==> src/rtl/lc3b_types.sv <==
// Shared encodings for the LC-3b pipeline hazard logic: forwarding select
// values and pipeline stage indices.
package lc3b_types;

    typedef enum logic [1:0] {
        FWD_RF    = 2'b00,
        FWD_EXMEM = 2'b01,
        FWD_MEMWB = 2'b10
    } lc3b_fwd_sel;

    localparam int STG_IF  = 0;
    localparam int STG_ID  = 1;
    localparam int STG_EX  = 2;
    localparam int STG_MEM = 3;
    localparam int STG_WB  = 4;

endpackage

==> src/rtl/hazard_unit_fwd_compare.sv <==
// Operand bypass selector for one EX source: the younger EX/MEM producer wins
// over MEM/WB, and an invalid stage never supplies a value.
module fwd_compare
    import lc3b_types::*;
#(
    parameter int REGW = 3
) (
    input  logic [REGW-1:0] ex_src_i,
    input  logic            ex_use_i,
    input  logic            v_ex_mem_i,
    input  logic            mem_ld_reg_i,
    input  logic [REGW-1:0] mem_dest_i,
    input  logic            v_mem_wb_i,
    input  logic            wb_ld_reg_i,
    input  logic [REGW-1:0] wb_dest_i,
    output lc3b_fwd_sel     sel_o
);

    always_comb begin
        sel_o = FWD_RF;
        if (ex_use_i && v_ex_mem_i && mem_ld_reg_i && (mem_dest_i == ex_src_i))
            sel_o = FWD_EXMEM;
        else if (ex_use_i && v_mem_wb_i && wb_ld_reg_i && (wb_dest_i == ex_src_i))
            sel_o = FWD_MEMWB;
    end

endmodule

==> src/rtl/hazard_unit.sv <==
// LC-3b 5-stage pipeline hazard unit: stalls, bubbles, redirect flush, bypass
// selects and memory-stall watchdog. HAZARD_FORWARDING_EN enables bypassing.
module hazard_unit
    import lc3b_types::*;
#(
    parameter int REGW = 3,
    parameter int TOW  = 8
) (
    input  logic            clk,
    input  logic            reset,
    input  logic            i_mem_resp,
    input  logic            d_mem_req,
    input  logic            d_mem_resp,
    input  logic            redirect,
    input  logic [REGW-1:0] id_src_a,
    input  logic [REGW-1:0] id_src_b,
    input  logic            id_use_a,
    input  logic            id_use_b,
    input  logic [REGW-1:0] ex_src_a,
    input  logic [REGW-1:0] ex_src_b,
    input  logic            ex_use_a,
    input  logic            ex_use_b,
    input  logic [REGW-1:0] ex_dest,
    input  logic [REGW-1:0] mem_dest,
    input  logic [REGW-1:0] wb_dest,
    input  logic            ex_ld_reg,
    input  logic            mem_ld_reg,
    input  logic            wb_ld_reg,
    input  logic            ex_is_load,
    output logic            load_pc,
    output logic            load_if_id,
    output logic            load_id_ex,
    output logic            load_ex_mem,
    output logic            load_mem_wb,
    output logic            v_if_id,
    output logic            v_id_ex,
    output logic            v_ex_mem,
    output logic            v_mem_wb,
    output logic [1:0]      fwd_a,
    output logic [1:0]      fwd_b,
    output logic            mem_timeout
);

    localparam logic [TOW-1:0] CNT_MAX = '1;

    logic [STG_WB:STG_ID] v_q, v_d;
    logic [TOW-1:0]       cnt_q, cnt_d;
    logic                 timeout_q, timeout_d;
    logic                 dmiss, imiss, stall_id;

    assign dmiss = d_mem_req & ~d_mem_resp;
    assign imiss = ~i_mem_resp;

`ifdef HAZARD_FORWARDING_EN
    lc3b_fwd_sel sel_a, sel_b;

    fwd_compare #(.REGW(REGW)) u_fwd_a (
        .ex_src_i(ex_src_a), .ex_use_i(ex_use_a),
        .v_ex_mem_i(v_q[STG_MEM]), .mem_ld_reg_i(mem_ld_reg), .mem_dest_i(mem_dest),
        .v_mem_wb_i(v_q[STG_WB]), .wb_ld_reg_i(wb_ld_reg), .wb_dest_i(wb_dest),
        .sel_o(sel_a)
    );

    fwd_compare #(.REGW(REGW)) u_fwd_b (
        .ex_src_i(ex_src_b), .ex_use_i(ex_use_b),
        .v_ex_mem_i(v_q[STG_MEM]), .mem_ld_reg_i(mem_ld_reg), .mem_dest_i(mem_dest),
        .v_mem_wb_i(v_q[STG_WB]), .wb_ld_reg_i(wb_ld_reg), .wb_dest_i(wb_dest),
        .sel_o(sel_b)
    );

    assign fwd_a = sel_a;
    assign fwd_b = sel_b;

    // Only a load in EX cannot be bypassed in time; everything else forwards.
    assign stall_id = v_q[STG_EX] & ex_is_load & ex_ld_reg &
                      ((id_use_a & (ex_dest == id_src_a)) |
                       (id_use_b & (ex_dest == id_src_b)));
`else
    logic wr_ex, wr_mem, wr_wb, hit_a, hit_b;
    logic unused_nofwd;

    assign wr_ex  = v_q[STG_EX]  & ex_ld_reg;
    assign wr_mem = v_q[STG_MEM] & mem_ld_reg;
    assign wr_wb  = v_q[STG_WB]  & wb_ld_reg;

    // Without bypassing, ID waits until every older writer has left MEM/WB.
    assign hit_a = id_use_a & ((wr_ex  & (ex_dest  == id_src_a)) |
                               (wr_mem & (mem_dest == id_src_a)) |
                               (wr_wb  & (wb_dest  == id_src_a)));
    assign hit_b = id_use_b & ((wr_ex  & (ex_dest  == id_src_b)) |
                               (wr_mem & (mem_dest == id_src_b)) |
                               (wr_wb  & (wb_dest  == id_src_b)));

    assign stall_id     = hit_a | hit_b;
    assign fwd_a        = FWD_RF;
    assign fwd_b        = FWD_RF;
    assign unused_nofwd = ^{ex_src_a, ex_src_b, ex_use_a, ex_use_b, ex_is_load};
`endif

    always_comb begin
        load_pc     = 1'b1;
        load_if_id  = 1'b1;
        load_id_ex  = 1'b1;
        load_ex_mem = 1'b1;
        load_mem_wb = 1'b1;
        v_d[STG_ID]  = 1'b1;
        v_d[STG_EX]  = v_q[STG_ID];
        v_d[STG_MEM] = v_q[STG_EX];
        v_d[STG_WB]  = v_q[STG_MEM];
        if (dmiss) begin
            load_pc     = 1'b0;
            load_if_id  = 1'b0;
            load_id_ex  = 1'b0;
            load_ex_mem = 1'b0;
            v_d         = v_q;
            v_d[STG_WB] = 1'b0;
        end else if (redirect) begin
            // The redirecting instruction itself continues into MEM/WB.
            v_d[STG_ID]  = 1'b0;
            v_d[STG_EX]  = 1'b0;
            v_d[STG_MEM] = 1'b0;
        end else if (stall_id) begin
            load_pc     = 1'b0;
            load_if_id  = 1'b0;
            v_d[STG_ID] = v_q[STG_ID];
            v_d[STG_EX] = 1'b0;
        end else if (imiss) begin
            load_pc     = 1'b0;
            load_if_id  = 1'b0;
            v_d[STG_ID] = 1'b0;
        end
    end

    always_comb begin
        cnt_d = '0;
        if (imiss || dmiss)
            cnt_d = (cnt_q == CNT_MAX) ? cnt_q : cnt_q + 1'b1;
        timeout_d = timeout_q | (cnt_d == CNT_MAX);
    end

    always_ff @(posedge clk or posedge reset) begin
        if (reset) begin
            v_q       <= '0;
            cnt_q     <= '0;
            timeout_q <= 1'b0;
        end else begin
            v_q       <= v_d;
            cnt_q     <= cnt_d;
            timeout_q <= timeout_d;
        end
    end

    assign v_if_id     = v_q[STG_ID];
    assign v_id_ex     = v_q[STG_EX];
    assign v_ex_mem    = v_q[STG_MEM];
    assign v_mem_wb    = v_q[STG_WB];
    assign mem_timeout = timeout_q;

endmodule

==> config.mk <==
export PLATFORM = sky130hd
export DESIGN_NAME = hazard_unit
export DESIGN_NICKNAME = d
export VERILOG_FILES = /design/src/rtl/lc3b_types.sv /design/src/rtl/hazard_unit_fwd_compare.sv /design/src/rtl/hazard_unit.sv
export SDC_FILE = /design/constraint.sdc
export NUM_CORES = 1
export LEC_CHECK = 0
export BUFFER_PORTS_ARGS = -buffer_cell sky130_fd_sc_hd__buf_4
export CORE_ASPECT_RATIO = 1.4
export CORE_MARGIN = 1.5
export CORE_UTILIZATION = 30
export CTS_CLUSTER_DIAMETER = 100
export DETAILED_ROUTE_END_ITERATION = 8
export HOLD_SLACK_MARGIN = 0.05
export PLACE_DENSITY = 0.52
export SLEW_MARGIN = 20
export SYNTH_ARGS = -nofsm -noshare
export SYNTH_HDL_FRONTEND = slang
export SYNTH_SLANG_ARGS = --single-unit
==> constraint.sdc <==
create_clock -name clk -period 2.2 [get_ports clk]
set_input_delay 0.11 -clock clk [delete_from_list [all_inputs] [get_ports clk]]
set_output_delay 0.11 -clock clk [all_outputs]
set_load 0.03 [all_outputs]
==> results.yml <==
placement:
  dp_slack_ns: 0.397
  portBuffers: 34
  placedCellCount: 179
  place_hpwl_mm: 2.08
  gp_congestion: 0.807
critical_path:
  worst_setup_path_end_kind: "output pin"
  r2r_slack_ns: 0.39
  reg2regPathDepth: 6
  slowest_stage: "nor4_1"
  cp-start-kind: "register"
  crit_type: "register to output pin"
  crit_fanout: 4
  cp_cell_sequence: "nand2_1 -> nor4_1 -> o31ai_2 -> a31oi_1 -> nor2_1 -> buf_4"
  r2r_end: "mem_timeout"
  cp.required_ns: 2.09
  critPathMaxStageDelay_ns: 0.47
  r2r_start: "cnt_q[0]"
  worstPathArrival_ns: 1.77
grt:
  antenna_found_initial: 0
  grt_max_degree: 14
  globalRoute.totalOverflow: 0
  grt_use_total_pct: 14.6
  grt_pass1_vias: 918
  grt_pass1_wl_mm: 4.02
synthesis:
  synth-xor-area-share_pct: 16.8
  synthSimpleGateAreaFrac_pct: 24.4
  muxShareOfSynthArea_pct: 0
  postSynthAreaPerCell_um2: 9.31
  ys_ff_latch: 13
  synth_top_family_by_area: "simple AND/OR/NAND/NOR gates"
  synth_cell_type_count: 41
  syn_area_um2: 1040
  synth_compound_area_share_pct: 15.6
  synth_cells: 112
  synthAdderAreaFrac_pct: 1.20
  synth-seq-area-share_pct: 31.2
  ys_warn_count: 0
run:
  maxCapViolCount: 0
min_path:
  holdPathStages: 4
  min_from: "d_mem_resp"
  min_path_type: "input pin to register"
  min_to: "v_q[3]"
die:
  ios: 49
  core_um2: 3350
  rows: 25
  initial_core_util_pct: 31.1
  fp.dieH_um: 72.7
  die_x_um: 52.8
  design.die.area_um2: 3840
clocking:
  htree_levels: 1
  clock-sinks: 13
  cts_tree: "done"
  worstSkewPairLatency_ns: 0.24
  cts_buffer_depth: 2
  cts_hold_buffers: 1
  root_buffer: "clkbuf_8"
  clkTransAtPathRegs_ns: 0.05
  cts_buffers: 3
  postCtsSetupBuffers: 0
  cts_resized: 0
timing:
  fin_setup_tns_ns: 0
  final_max_slew_viol_count: 0
  clock_skew_ns: 0.00169
  layout_min_cycle_time_ns: 1.88
  post-route-period-util_pct: 85.5
  fmax_ghz: 0.531
  finalSetupViolations: 0
  hold_viol_final: 0
  rsz0062_at_grt: "false"
  final.setup.worst_slack_ns: 0.318
finish:
  utilization_pct: 39.6
  fin_cells: 184
  final_common_cell: "buf_4"
  layout-drive-gt1-share_pct: 34.0
  num-fill-cells: 330
  final_cell_mix: "buf_4, xor2_1, dfrtp_1"
  antenna_cells: 0
  finalNetCount: 181
  area_growth_pct: 27.0
power_and_ir_drop:
  swShare_pct: 30.9
  ir_drop_uv: 267
  power_density_nw_per_um2: 512
  comb_power_share_pct: 27.7
  finalPower_uw: 677
  p_int_uw: 468
  seq_power_share_pct: 41.3
  clockPowerShare_pct: 31.0
  leakage_nw: 0.619
  p_sw_uw: 210
routing:
  route.detailed.drc: 0
  wl_mm: 2.46
  wl_per_cell_um: 13.4
  firstDrtPassIters: 4
  vias_per_cell: 5.02
  dr.first_iter.drc_count: 10
  via_count: 923
  antenna_left: 0
run_status:
  status: "finished clean"
area by class of cell:
cell class,count,area [um2],area share (%)
Clock buffer,4,45.0,3.40
Inverter,2,7.51,0.567
Multi-Input combinational cell,89,623,47.1
Sequential cell,13,325,24.6
Tap cell,40,50.0,3.78
Timing Repair Buffer,36,273,20.6
cells by family (layout without fill, tap and decap cells):
kind of cell               after synthesis  after routing
AOI/OAI and AO/OA                       23             23
xor gates and xnor gates                20             20
DFF                                     13             13
other                                    2              5
buffers and inverters                   13             42
and+or+nand+nor                         40             40
adders and majority gates                1              1
stage by stage:
stage | hold WS, ns | area, um2
2_1_floorplan | -0.0130 | 1050
3_3_place_gp | 0.182 | 1270
3_5_place_dp | 0.172 | 1270
4_1_cts | 0.137 | 1320
5_1_grt | 0.145 | 1320
6_report | 0.144 | 1320
worst max path at each step:
stage              from     endpoint  slack (ns)  cells after the start
2_1_floorplan    v_q[4]      load_pc        0.30                      6
3_5_place_dp   cnt_q[0]  mem_timeout        0.40                      6
6_report         v_q[4]      load_pc        0.32                      6
4_1_cts          v_q[4]      load_pc        0.33                      6
3_3_place_gp   cnt_q[0]  mem_timeout        0.40                      6
5_1_grt        cnt_q[0]  mem_timeout        0.26                      6
registers in the layout, indices dropped and copies added, names as in the netlist:
| name | cells |
|---|---|
| v_q | 4 |
| mem_timeout | 1 |
| cnt_q | 8 |
layer usage:
metal  global-route usage (%)  part of all wire [%]  up-vias
met4                     10.8                   3.5        0
met5                        0                     0        -
met1                     14.1                    33      427
met2                     27.5                    59       36
li1                         -                     -      454
met3                     1.02                   4.2        6
power groups by stage:
stage          registers [mW]  logic, mW  clock network [mW]
3_5_place_dp            0.284      0.188                   0
4_1_cts                 0.280      0.190               0.220
6_report                0.280      0.188               0.210
3_3_place_gp            0.285      0.185                   0
5_1_grt                 0.283      0.204               0.234
2_1_floorplan           0.280      0.132                   0
cell usage after synthesis (all sizes together):
cell | n | area share, %
a211o | 1 | 0.84
a211oi | 1 | 0.72
a21oi | 6 | 2.9
a31oi | 5 | 3.0
a32o | 1 | 0.96
a41o | 1 | 0.96
and2 | 2 | 1.6
and3 | 1 | 0.60
and4 | 1 | 0.84
and4b | 2 | 1.9
and4bb | 1 | 1.2
buf | 11 | 9.4
conb | 2 | 0.72
dfrtp | 13 | 31
ha | 1 | 1.2
inv | 2 | 0.72
nand2 | 9 | 3.2
nand2b | 2 | 1.4
nand3 | 2 | 1.4
nand3b | 1 | 0.72
nand4 | 1 | 1.2
nor2 | 7 | 2.5
nor2b | 1 | 1.3
nor3 | 2 | 0.96
nor4 | 7 | 4.8
o21ai | 2 | 0.96
o21bai | 1 | 0.72
o22ai | 1 | 0.60
o311ai | 1 | 0.84
o31ai | 3 | 3.1
or2 | 1 | 0.60
xnor2 | 2 | 1.7
xor2 | 18 | 15
critical path: cells and delay by family, from the launching register on:
kind                   cells  cell delay, ns
flip-flops                 1            0.36
AND/OR/NAND/NOR            3            0.62
buffers and inverters      1            0.17
AO/OA/AOI/OAI              2            0.38
No activity file was read; power rests on OpenSTA's default activity.
